$ cat config.mk
export PLATFORM = sky130hd
export DESIGN_NAME = n_clic_pend_ctrl_flat
export DESIGN_NICKNAME = d
export VERILOG_FILES = /design/src/rtl/n_clic_pend_ctrl_pkg.sv /design/src/rtl/n_clic_pend_ctrl_if.sv /design/src/rtl/n_clic_pend_ctrl_irq_sync_edge.sv /design/src/rtl/n_clic_pend_ctrl.sv /design/src/flat_wrapper.sv
export SDC_FILE = /design/constraint.sdc
export NUM_CORES = 1
export LEC_CHECK = 0
export ABC_AREA = 0
export CORE_MARGIN = 2
export CORE_UTILIZATION = 48
export CTS_BUF_LIST = sky130_fd_sc_hd__clkbuf_8 sky130_fd_sc_hd__clkbuf_16
export DETAILED_ROUTE_END_ITERATION = 7
export PLACE_DENSITY = 0.79
export SLEW_MARGIN = 20
export SYNTH_ARGS = -nofsm -noshare
export SYNTH_HDL_FRONTEND = slang
export SYNTH_HIERARCHICAL = 1
export SYNTH_SLANG_ARGS = --single-unit
$ cat constraint.sdc
create_clock -name clk -period 4 [get_ports clk]
set_clock_uncertainty 0.1 [all_clocks]
set_input_delay 0.4 -clock clk [delete_from_list [all_inputs] [get_ports clk]]
set_output_delay 0.4 -clock clk [all_outputs]
set_load 0.01 [all_outputs]
$ cat src/rtl/n_clic_pend_ctrl_pkg.sv
// Shared types and limits for the CLIC pend-bit controller.
package n_clic_pend_ctrl_pkg;
    localparam int MaxVecSize = 32;

    typedef enum logic {
        PendLevel = 1'b0,
        PendEdge  = 1'b1
    } pend_mode_t;
endpackage

$ cat src/rtl/n_clic_pend_ctrl_if.sv
// Bus between the pads/CSR/dispatch logic (master) and the pend controller (slave).
interface n_clic_pend_ctrl_if #(
    parameter int VecSize  = 8,
    parameter int VecWidth = (VecSize > 1) ? $clog2(VecSize) : 1
) ();
    logic [VecSize-1:0]  irq_in;
    logic [VecSize-1:0]  pend_mode;
    logic                sw_we;
    logic [VecWidth-1:0] sw_idx;
    logic                sw_pend;
    logic                take_valid;
    logic [VecWidth-1:0] take_idx;
    logic                overrun_clr;
    logic [VecSize-1:0]  pended;
    logic [VecSize-1:0]  overrun;
    logic [VecWidth:0]   pend_cnt;

    modport master (
        output irq_in, pend_mode, sw_we, sw_idx, sw_pend,
               take_valid, take_idx, overrun_clr,
        input  pended, overrun, pend_cnt
    );

    modport slave (
        input  irq_in, pend_mode, sw_we, sw_idx, sw_pend,
               take_valid, take_idx, overrun_clr,
        output pended, overrun, pend_cnt
    );
endinterface

$ cat src/rtl/n_clic_pend_ctrl_irq_sync_edge.sv
// Multi-flop synchroniser for one IRQ line with a registered rising-edge detector.
module irq_sync_edge #(
    parameter int SyncStages = 2
) (
    input  logic clk,
    input  logic reset,
    input  logic d,
    output logic q_sync,
    output logic q_rise
);
    logic [SyncStages-1:0] sync_q;
    logic                  hist_q;

    always_ff @(posedge clk or negedge reset) begin
        if (!reset) begin
            sync_q <= '0;
            hist_q <= 1'b0;
        end else begin
            sync_q <= {sync_q[SyncStages-2:0], d};
            hist_q <= sync_q[SyncStages-1];
        end
    end

    assign q_sync = sync_q[SyncStages-1];
    assign q_rise = q_sync & ~hist_q;
endmodule

$ cat src/rtl/n_clic_pend_ctrl.sv
// CLIC pend-bit controller: per-vector pend/overrun arbitration over synchronised IRQ sources.
module n_clic_pend_ctrl
    import n_clic_pend_ctrl_pkg::*;
#(
    parameter int VecSize    = 8,
    parameter int VecWidth   = (VecSize > 1) ? $clog2(VecSize) : 1,
    parameter int SyncStages = 2
) (
    input  logic                clk,
    input  logic                reset,
    n_clic_pend_ctrl_if.slave   bus
);
    logic [VecSize-1:0] sync_w, rise_w;
    logic [VecSize-1:0] pended_q, pended_d;
    logic [VecSize-1:0] overrun_q, overrun_d;
    logic [VecWidth:0]  cnt_q, cnt_d;

    for (genvar g = 0; g < VecSize; g++) begin : g_sync
        irq_sync_edge #(.SyncStages(SyncStages)) u_sync (
            .clk    (clk),
            .reset  (reset),
            .d      (bus.irq_in[g]),
            .q_sync (sync_w[g]),
            .q_rise (rise_w[g])
        );
    end

    // Software write beats a new event, which beats a dispatch clear; out-of-range indices never match.
    always_comb begin
        logic set_k, sw_k, tk_k;
        pended_d  = pended_q;
        overrun_d = overrun_q;
        cnt_d     = '0;
        for (int k = 0; k < VecSize; k++) begin
            set_k = (pend_mode_t'(bus.pend_mode[k]) == PendEdge) ? rise_w[k] : sync_w[k];
            sw_k  = bus.sw_we && (int'(bus.sw_idx) == k);
            tk_k  = bus.take_valid && (int'(bus.take_idx) == k);

            if (sw_k)       pended_d[k] = bus.sw_pend;
            else if (set_k) pended_d[k] = 1'b1;
            else if (tk_k)  pended_d[k] = 1'b0;

            if (set_k && pended_q[k] && !tk_k && !sw_k) overrun_d[k] = 1'b1;
            else if (bus.overrun_clr)                   overrun_d[k] = 1'b0;
        end
        for (int k = 0; k < VecSize; k++) begin
            cnt_d = cnt_d + {{VecWidth{1'b0}}, pended_d[k]};
        end
    end

    always_ff @(posedge clk or negedge reset) begin
        if (!reset) begin
            pended_q  <= '0;
            overrun_q <= '0;
            cnt_q     <= '0;
        end else begin
            pended_q  <= pended_d;
            overrun_q <= overrun_d;
            cnt_q     <= cnt_d;
        end
    end

    assign bus.pended   = pended_q;
    assign bus.overrun  = overrun_q;
    assign bus.pend_cnt = cnt_q;
endmodule

$ cat src/flat_wrapper.sv
// flat-port wrapper written by rule: the top's interface ports become plain ports
module n_clic_pend_ctrl_flat import n_clic_pend_ctrl_pkg::*;
#(
    parameter int VecSize    = 8,
    parameter int VecWidth   = (VecSize > 1) ? $clog2(VecSize) : 1,
    parameter int SyncStages = 2
)
  (clk, reset, bus_irq_in, bus_pend_mode, bus_sw_we, bus_sw_idx, bus_sw_pend, bus_take_valid, bus_take_idx, bus_overrun_clr, bus_pended, bus_overrun, bus_pend_cnt);
  n_clic_pend_ctrl_if #(.VecSize(VecSize), .VecWidth(VecWidth)) bus_i ();
  input  logic clk;
  input  logic reset;
  input wire logic [$bits(bus_i.irq_in)-1:0] bus_irq_in;
  input wire logic [$bits(bus_i.pend_mode)-1:0] bus_pend_mode;
  input wire logic [$bits(bus_i.sw_we)-1:0] bus_sw_we;
  input wire logic [$bits(bus_i.sw_idx)-1:0] bus_sw_idx;
  input wire logic [$bits(bus_i.sw_pend)-1:0] bus_sw_pend;
  input wire logic [$bits(bus_i.take_valid)-1:0] bus_take_valid;
  input wire logic [$bits(bus_i.take_idx)-1:0] bus_take_idx;
  input wire logic [$bits(bus_i.overrun_clr)-1:0] bus_overrun_clr;
  output wire logic [$bits(bus_i.pended)-1:0] bus_pended;
  output wire logic [$bits(bus_i.overrun)-1:0] bus_overrun;
  output wire logic [$bits(bus_i.pend_cnt)-1:0] bus_pend_cnt;
  assign bus_i.irq_in = bus_irq_in;
  assign bus_i.pend_mode = bus_pend_mode;
  assign bus_i.sw_we = bus_sw_we;
  assign bus_i.sw_idx = bus_sw_idx;
  assign bus_i.sw_pend = bus_sw_pend;
  assign bus_i.take_valid = bus_take_valid;
  assign bus_i.take_idx = bus_take_idx;
  assign bus_i.overrun_clr = bus_overrun_clr;
  assign bus_pended = bus_i.pended;
  assign bus_overrun = bus_i.overrun;
  assign bus_pend_cnt = bus_i.pend_cnt;
  n_clic_pend_ctrl #(.VecSize(VecSize), .VecWidth(VecWidth), .SyncStages(SyncStages)) u_core (.clk(clk), .reset(reset), .bus(bus_i));
endmodule
==> impl_metrics.tcl, run 1 <==
set metrics [dict create \
    run_status "finished, final reports clean" \
    seq_power_share 0.478 \
    critical_path_class "in2reg" \
    reg2regPathDepth 12 \
    clkTransAtPathRegs_ns 0.07 \
    syn_area_per_cell_sq_um 12.73 \
    clock_power_share 0.249 \
    hpwl_mm 2.822 \
    path_buf_inv 4 \
    n_antenna_cell 0 \
    path_cells "clkdlybuf4s50_1 > nand2b_2 > or3_1 > a31oi_4 > fa_1 > fa_1 > inv_1 > fa_1 > inv_1 > ha_1 > inv_1 > fa_1 > xnor2_1" \
    fillers 286 \
    core.rowCount 22 \
    setup.worst_path.start_class "primary input" \
    ioPinCount 48 \
    hold_violations 0 \
    period_share 0.9635 \
    synth_flop_cell "dfrtp_1" \
    rrSetupSlack_ns 0.39 \
    final_area_sq_um 2575 \
    gp_congestion 0.9303 \
    max_cap_viol_count 0 \
    vias_per_cell 5.305 \
    io_buffers 47 \
    grt_overflow_total 0 \
    final-setup-viol-count 0 \
    first_pass_iters 4 \
    fin_crit_ns 3.854 \
    crit_path_top_delay_cell "fa_1" \
    antenna_found_initial 0 \
    cpMostUsedCell "fa_1" \
    syn_nets 182 \
    drcViolationCount 0 \
    slew_headroom 0.3902 \
    max_stage_delay_ns 0.52 \
    syn_to_final_growth_pct 37.57 \
    dieWidth_um 66.45 \
    dieArea_sq_um 4415 \
    vdd_ir_drop_max_mv 0.2727 \
    cts_made_buffers 5 \
    synthArstFlopShare 1.000 \
    utilization 0.6929 \
    die_h_um 66.45 \
    final-instance-count-excl-fill 256 \
    hp-class "in2async" \
    netlist-cell-type-count 31 \
    finalNetCount 242 \
    powerDensity_nw_per_um2 425.2 \
    post-cts-setup-buffers 0 \
    grt_pass1_wl_mm 6.258 \
    syn_inst 147 \
    yosysWarnings 6 \
    combPwrFrac 0.273 \
    sw_frac_of_total 0.2683 \
    core_region_area_sq_um 3716 \
    start_util 0.5037 \
    crit_arrival_ns 3.93 \
    p_sw_uw 293.7 \
    dp_cells 248 \
    synth_area_sq_um 1872 \
    fmax_mhz 259.5 \
    grt_max_degree 45 \
    clockBufferDepth 2 \
    p_int_uw 801.1 \
    synth-edff-count 0 \
    h-tree-depth 2 \
    clkLatencyLatePin_ns 0.29 \
    grt_pass1_vias 1392 \
    postPlaceCellArea_sq_um 2455 \
    grt.total_usage 0.1955 \
    yosysSeqAreaShare 0.5882 \
    synth_seq_cells 44 \
    crit_family "adder cells" \
    slew_viol_final 0 \
    drive_gt1_frac 0.1538 \
    drt-initial-drc-count 74 \
    leakagePower_nw 1.113 \
    path_depth 13 \
    antenna_left 0 \
    wire_per_inst_um 14.65 \
    critPathCaptureType "register" \
    worst_pin_slew_ns 0.9147 \
    path_max_fanout 2 \
    required_ns 4.08 \
    vias 1358 \
    cts.root.buffer_cell "clkbuf_8" \
    cts_sinks 44 \
    routed_wl_mm 3.751 \
    cts_tree "yes" \
]
==> path summary, 6_finish.rpt <==
path / start / endpoint
min in group clk: u_core/g_sync[2].u_sync/sync_q[0] / u_core/g_sync[2].u_sync/sync_q[1]
max in group asynchronous: reset / u_core/g_sync[6].u_sync/hist_q
min reg2reg: u_core/g_sync[2].u_sync/sync_q[0] / u_core/g_sync[2].u_sync/sync_q[1]
max reg2reg: u_core/g_sync[0].u_sync/sync_q[1] / u_core/bus.pend_cnt[2]
min: reset / u_core/bus.pended[3]
max: bus_sw_idx[1] / u_core/bus.pend_cnt[2]
==> cells in the mapped netlist (2+ instances only) <==
cell | instances | area share
dfrtp_1 | 44 | 0.59
inv_1 | 16 | 0.032
nor2_1 | 9 | 0.018
a31oi_1 | 8 | 0.027
mux2i_1 | 8 | 0.043
nor2b_4 | 8 | 0.059
o32ai_1 | 8 | 0.037
o21ai_0 | 5 | 0.013
fa_1 | 4 | 0.043
nand2b_1 | 4 | 0.013
ha_1 | 3 | 0.020
nand2_1 | 3 | 0.0060
nand4b_1 | 3 | 0.014
buf_2 | 2 | 0.0053
nand4bb_1 | 2 | 0.012
nor3_1 | 2 | 0.0053
nor4_1 | 2 | 0.0067
o31ai_1 | 2 | 0.0080
or3_1 | 2 | 0.0067
==> registers in the layout (all words and copies together), names as in the netlist <==
| signal | count |
|---|---|
| u_core/bus.overrun | 8 |
| u_core/bus.pend_cnt | 4 |
| u_core/bus.pended | 8 |
| u_core/g_sync.u_sync/hist_q | 8 |
| u_core/g_sync.u_sync/sync_q | 16 |
==> layer usage <==
metal,GRT usage,part of all wire
met4,0.06122,0.013
met2,0.3325,0.50
met5,0,0
met1,0.2389,0.41
met3,0.05792,0.079
==> power by group through the flow <==
stage | sequential, mW | clock, mW | combinational (mW)
after floorplan | 0.549 | 0 | 0.116
after global placement | 0.530 | 0 | 0.283
after detailed placement | 0.533 | 0 | 0.294
after CTS | 0.525 | 0.279 | 0.296
after global routing | 0.531 | 0.305 | 0.331
final | 0.524 | 0.272 | 0.299
==> worst reg2reg max path, cell delays in order (launching register included) <==
cell	delay (ns)
dfrtp_1	0.40
nor2b_4	0.13
mux2i_1	0.34
a31oi_4	0.15
fa_1	0.53
fa_1	0.52
inv_1	0.06
fa_1	0.45
inv_1	0.08
ha_1	0.18
inv_1	0.06
fa_1	0.37
xnor2_1	0.13
==> metrics by stage <==
stage               hold WS [ns]  total power [mW]  TNS (ns)  setup WS, ns
global placement          0.2325            0.8127  -0.08264      -0.04181
finish                    0.1447             1.095         0        0.1461
CTS                       0.1777             1.100         0       0.01893
floorplan               0.004409            0.6649         0        0.4491
global route              0.2227             1.167  -0.01246      -0.01246
detailed placement        0.2347            0.8278   -0.4610       -0.2327
==> what timing repair did <==
| action | CTS | global route |
|---|---|---|
| endpoints found under the setup margin | 0 | 2 |
| hold buffers | 0 | 0 |
| hold endpoints to repair | 0 | 0 |
| resized for setup | 0 | 5 |
==> cells by family after synthesis <==
logic type      after synthesis  share of synthesized area
compound gates               27                     0.1003
xor+xnor                      1                   0.004680
fa+ha+maj                     7                    0.06284
buf+inv                      20                    0.04144
flops                        44                     0.5882
mux                           8                    0.04278
simple gates                 40                     0.1598
==> final cells by class <==
type                       instances  area, sq um  share of cell area
tap                               48        60.06             0.02332
clock inverter                     2        11.26            0.004373
multi-input combinational         83        719.4              0.2794
sequential                        44         1101              0.4276
clock buffer                       6        82.58             0.03207
timing repair buffer              57        540.5              0.2099
inverter                          16        60.06             0.02332
==> cells in the final DEF, fill, tap and decap left out, types with 6 or more instances in the layout <==
cell type and instances:
a31oi_1 7, buf_4 10, clkbuf_8 6, clkdlybuf4s50_1 46
dfrtp_1 44, inv_1 17, mux2i_1 8, nor2_1 9
nor2b_4 8, o32ai_1 8
Note: power is estimated with default switching activity, not from simulation.
==> run 2, diff against run 1 <==
--- a/config.mk
+++ b/config.mk
@@ -7,10 +7,10 @@
 export LEC_CHECK = 0
 export ABC_AREA = 0
 export CORE_MARGIN = 2
-export CORE_UTILIZATION = 48
-export CTS_BUF_LIST = sky130_fd_sc_hd__clkbuf_8 sky130_fd_sc_hd__clkbuf_16
+export CORE_UTILIZATION = 54
+export CTS_BUF_LIST = sky130_fd_sc_hd__clkbuf_4 sky130_fd_sc_hd__clkbuf_8
 export DETAILED_ROUTE_END_ITERATION = 7
-export PLACE_DENSITY = 0.79
+export PLACE_DENSITY = 0.87
 export SLEW_MARGIN = 20
 export SYNTH_ARGS = -nofsm -noshare
 export SYNTH_HDL_FRONTEND = slang
==> constraint.sdc (replaced) <==
create_clock -name clk -period 4.8 [get_ports clk]
set_clock_uncertainty 0.1 [all_clocks]
set_input_delay 0.48 -clock clk [delete_from_list [all_inputs] [get_ports clk]]
set_output_delay 0.48 -clock clk [all_outputs]
set_load 0.01 [all_outputs]
==> run 2 against run 1 <==
Effect of this change:
- clock power down 33%
- first-iteration DRC count is 88% higher
- sequential power is 17% lower
- combinational power is 19% lower
- critical path type unchanged
- largest cell class unchanged
- largest power group unchanged
==> impl_metrics.tcl, run 2 (synthesis results as in run 1) <==
set metrics [dict create \
    ioPinCount 48 \
    cts_sinks 44 \
    startpoint "bus_sw_idx[1]" \
    final_cell_mix "clkdlybuf4s50_1 (46), dfrtp_1 (44), inv_1 (16)" \
    fmax_mhz 244.1 \
    grt_pass1_vias 1417 \
    timing.setup.tns_ns 0 \
    leakagePower_nw 1.050 \
    wl_met1_mm 1.506 \
    io_buffers 47 \
    top_layer "met4" \
    multi_input_area_sq_um 693.2 \
    period_share 0.8533 \
    clkLatencyLatePin_ns 0.36 \
    finalNetCount 232 \
    dieArea_sq_um 3953 \
    n_antenna_cell 0 \
    largest-register "u_core/g_sync.u_sync/sync_q" \
    grt.total_usage 0.2139 \
    cts_tree "yes" \
    syn_to_final_growth_pct 30.28 \
    hpwl_mm 2.794 \
    antenna_left 0 \
    vias 1376 \
    critPathCaptureType "register" \
    cts.root.buffer_cell "clkbuf_4" \
    vdd_ir_drop_max_mv 0.2191 \
    grt_overflow_total 0 \
    post-cts-setup-buffers 0 \
    timing.hold.ws_ns 0.1317 \
    seq_area_sq_um 1101 \
    power.total_uw 859.3 \
    h-tree-depth 2 \
    largest_reg_flops 16 \
    grt_pass1_wl_mm 6.410 \
    critical_path_class "in2reg" \
    die_h_um 62.88 \
    vias_per_cell 5.639 \
    wire_per_inst_um 15.20 \
    cts.repair.resized 0 \
    routed_wl_mm 3.708 \
    slew_headroom 0.3932 \
    fin_crit_ns 4.096 \
    start_util 0.5609 \
    worst_pin_slew_ns 0.9102 \
    slew_viol_final 0 \
    first_pass_iters 4 \
    met3_length_um 294 \
    wl_met2_mm 1.801 \
    clockBufferDepth 2 \
    drcViolationCount 0 \
    cts_made_buffers 5 \
    drive_gt1_frac 0.1010 \
    required_ns 4.96 \
    final-setup-viol-count 0 \
    hold_violations 0 \
    fillers 257 \
    max_cap_viol_count 0 \
    crit_arrival_ns 4.26 \
    powerDensity_nw_per_um2 352.4 \
    final_common_cell "clkdlybuf4s50_1" \
    cts_hold_buf 0 \
    run_status "finished, final reports clean" \
    setup.worst_path.start_class "primary input" \
    drt-initial-drc-count 139 \
    dieWidth_um 62.88 \
    clkTransAtPathRegs_ns 0.12 \
    antenna_found_initial 0 \
    core_region_area_sq_um 3337 \
    rsz0062_at_grt "false" \
    core.rowCount 21 \
    path_max_fanout 8 \
    gp_congestion 0.8756 \
    r2r-start "u_core/g_sync[3].u_sync/sync_q[1]" \
    hp-class "in2async" \
    grt_max_degree 45 \
]
## run 2: cell count changes in the layout (fill, tap and decap cells not counted), moves of 2 or more
cell,delta
buf_4,-10
clkbuf_4,+5
clkbuf_8,-5
clkinv_2,+2
## run 2: final timing paths
path                                                      to  slack [ns]  cells past startpoint
max                                   u_core/bus.pend_cnt[2]        0.70                     13
min                        u_core/g_sync[4].u_sync/sync_q[1]        0.13                      1
max reg2reg                           u_core/bus.pend_cnt[2]        1.32                     12
min reg2reg                u_core/g_sync[2].u_sync/sync_q[1]        0.26                      0
max in group asynchronous     u_core/g_sync[2].u_sync/hist_q        3.88                      1
min in group clk           u_core/g_sync[2].u_sync/sync_q[1]        0.26                      0
## run 2: cell type report
type                    count  area share
flip-flops and latches     44      0.4515
multi-input cells          83      0.2842
repair buffers             47      0.1909
inverters                  16     0.02463
well taps                  46     0.02360
clock buffers               6     0.02104
clock inverters             2    0.004105
## run 2: power breakdown
| group | internal (mW) | switching (mW) | leakage (nW) |
|---|---|---|---|
| Combinational | 0.130 | 0.111 | 0.512 |
| Clock | 0.0697 | 0.113 | 0.0380 |
| Sequential | 0.415 | 0.0209 | 0.500 |
## run 2: routing by layer
metal	vias up	GRT usage
li1	614	-
met3	11	0.05405
met2	67	0.3364
met5	-	0
met1	684	0.2645
met4	0	0.1333
## run 2: worst max-delay path: stages
cell and delay (ns):
clkdlybuf4s50_1 0.54, nand2b_2 0.29, or3_1 0.33, a31oi_1 0.31, fa_1 0.47, fa_1 0.52, inv_1 0.05, fa_1 0.46
inv_1 0.07, ha_1 0.17, inv_1 0.06, fa_1 0.37, xnor2_1 0.13
## run 2: stage by stage
step / setup WS, ns / utilization / cells / instance area [sq um]
final: 0.7039 / 0.7308 / 244 / 2439
after global routing: 0.5106 / 0.7308 / 244 / 2439
after CTS: 0.7231 / 0.7308 / 244 / 2439
after detailed placement: 0.3587 / 0.7124 / 236 / 2377
after global placement: 0.5258 / 0.7124 / 236 / 2377
after floorplan: 1.169 / - / 147 / 1872
==> run 3, diff against run 2 <==
--- a/config.mk
+++ b/config.mk
@@ -6,7 +6,6 @@
 export NUM_CORES = 1
 export LEC_CHECK = 0
 export ABC_AREA = 0
-export CORE_MARGIN = 2
 export CORE_UTILIZATION = 54
 export CTS_BUF_LIST = sky130_fd_sc_hd__clkbuf_4 sky130_fd_sc_hd__clkbuf_8
 export DETAILED_ROUTE_END_ITERATION = 7
==> run 3 against run 2 <==
Effect of this change:
- clock-buffer cell count fell by 1
- final cell count fell by 1.2%
- combinational power barely moved
- sequential power barely moved
- cell area fell by 0.97%
- via count fell by 3.2%
- first-iteration DRC count fell by 32%
- sequential share of layout area rose by 0.44 points
- critical endpoint is now u_core/bus.pend_cnt[1]
==> impl_metrics.tcl, run 3 (synthesis results as in run 1) <==
set metrics [dict create \
    largest-register "u_core/g_sync.u_sync/sync_q" \
    crit_arrival_ns 4.22 \
    grt_pass1_wl_mm 5.851 \
    clockBufferDepth 2 \
    leakagePower_nw 1.035 \
    grt_overflow_total 0 \
    setup.worst_path.start_class "primary input" \
    timing.setup.tns_ns 0 \
    dieArea_sq_um 3706 \
    rsz0062_at_grt "false" \
    n_antenna_cell 0 \
    cts_sinks 44 \
    fmax_mhz 245.7 \
    core.rowCount 21 \
    gp_congestion 0.8480 \
    drive_gt1_frac 0.08718 \
    final_common_cell "clkdlybuf4s50_1" \
    period_share 0.8480 \
    io_buffers 47 \
    final_cell_mix "clkdlybuf4s50_1 (46), dfrtp_1 (44), inv_1 (16)" \
    ioPinCount 48 \
    run_status "finished, final reports clean" \
    antenna_left 0 \
    largest_reg_flops 16 \
    hp-class "in2async" \
    routed_wl_mm 3.723 \
    slew_headroom 0.3774 \
    clkLatencyLatePin_ns 0.34 \
    start_util 0.5609 \
    core_region_area_sq_um 3337 \
    finalNetCount 232 \
    h-tree-depth 2 \
    timing.hold.ws_ns 0.1731 \
    cts.root.buffer_cell "clkbuf_4" \
    max_stage_delay_ns 0.54 \
    cts.repair.resized 0 \
    cts_tree "yes" \
    hold_violations 0 \
    critPathCaptureType "register" \
    hpwl_mm 2.818 \
    post-cts-setup-buffers 0 \
    drt-initial-drc-count 95 \
    dieWidth_um 60.88 \
    worst_pin_slew_ns 0.9339 \
    syn_to_final_growth_pct 29.01 \
    grt_pass1_vias 1314 \
    clkTransAtPathRegs_ns 0.11 \
    max_cap_viol_count 0 \
    antenna_found_initial 0 \
    cts_hold_buf 0 \
    slew_viol_final 0 \
    critical_path_class "in2reg" \
    cts_made_buffers 5 \
    vias 1332 \
    vias_per_cell 5.527 \
    final-setup-viol-count 0 \
    crit_path_top_delay_cell "clkdlybuf4s50_1" \
    required_ns 4.95 \
    vdd_ir_drop_max_mv 0.2184 \
    path_cells "clkdlybuf4s50_1 > nand2b_2 > or3_1 > a31oi_1 > fa_1 > fa_1 > inv_1 > fa_1 > inv_1 > ha_1 > inv_1 > fa_1 > inv_1" \
    first_pass_iters 4 \
    fin_crit_ns 4.070 \
    powerDensity_nw_per_um2 339.7 \
    die_h_um 60.88 \
    path_max_fanout 8 \
    utilization 0.7237 \
    drcViolationCount 0 \
    grt_max_degree 45 \
    grt.total_usage 0.2302 \
    wire_per_inst_um 15.45 \
]
## run 3: changes by cell type in the layout (fill, tap and decap cells not counted)
cell,delta
clkinv_2,-2
clkbuf_8,-1
## run 3: path summary, 6_finish.rpt
check / start / slack, ns / depth (start not counted) / to
setup / recovery: bus_sw_idx[1] / 0.73 / 13 / u_core/bus.pend_cnt[1]
hold reg to reg: u_core/g_sync[0].u_sync/sync_q[0] / 0.26 / 0 / u_core/g_sync[0].u_sync/sync_q[1]
min in group clk: u_core/g_sync[0].u_sync/sync_q[0] / 0.26 / 0 / u_core/g_sync[0].u_sync/sync_q[1]
hold / removal: reset / 0.17 / 1 / u_core/bus.pended[7]
setup reg to reg: u_core/g_sync[0].u_sync/sync_q[1] / 1.35 / 12 / u_core/bus.pend_cnt[1]
max in group asynchronous: reset / 3.85 / 1 / u_core/bus.overrun[0]
## run 3: routing by layer
layer / vias up / track usage / routed length [um]
li1: 610 / - / -
met1: 656 / 0.2865 / 1523
met2: 59 / 0.3673 / 1864
met3: 7 / 0.08102 / 270
met4: 0 / 0.09740 / 65
met5: - / 0 / 0
## run 3: stage by stage
step,worst slack [ns],instance area [sq um],std cells,power (mW)
finish,0.7295,2415,241,0.8203
global route,0.5203,2415,241,0.8801
CTS,0.7439,2415,241,0.8324
detailed placement,0.3767,2377,236,0.6806
global placement,0.5107,2377,236,0.6707
floorplan,1.169,1872,147,0.5541
## run 3: where the power goes
part	switching, mW	leakage (nW)	internal, mW
combinational	0.109	0.512	0.130
clock	0.0978	0.0230	0.0490
sequential	0.0199	0.500	0.415
total	0.226	1.03	0.594
## run 3: layout make-up
class / count / area (sq um)
Clock buffer: 5 / 37.54
Fill cell: 253 / 922.1
Inverter: 16 / 60.06
Multi-Input combinational cell: 83 / 693.2
Sequential cell: 44 / 1101
Tap cell: 46 / 57.56
Timing Repair Buffer: 47 / 465.4
## run 3: critical path: cells and delay by family
kind	cells	cell delay [ns]
AO/OA/AOI/OAI	1	0.30
adder cells (fa/ha/maj)	5	2.09
AND/OR/NAND/NOR	2	0.60
buffers and inverters	5	0.77
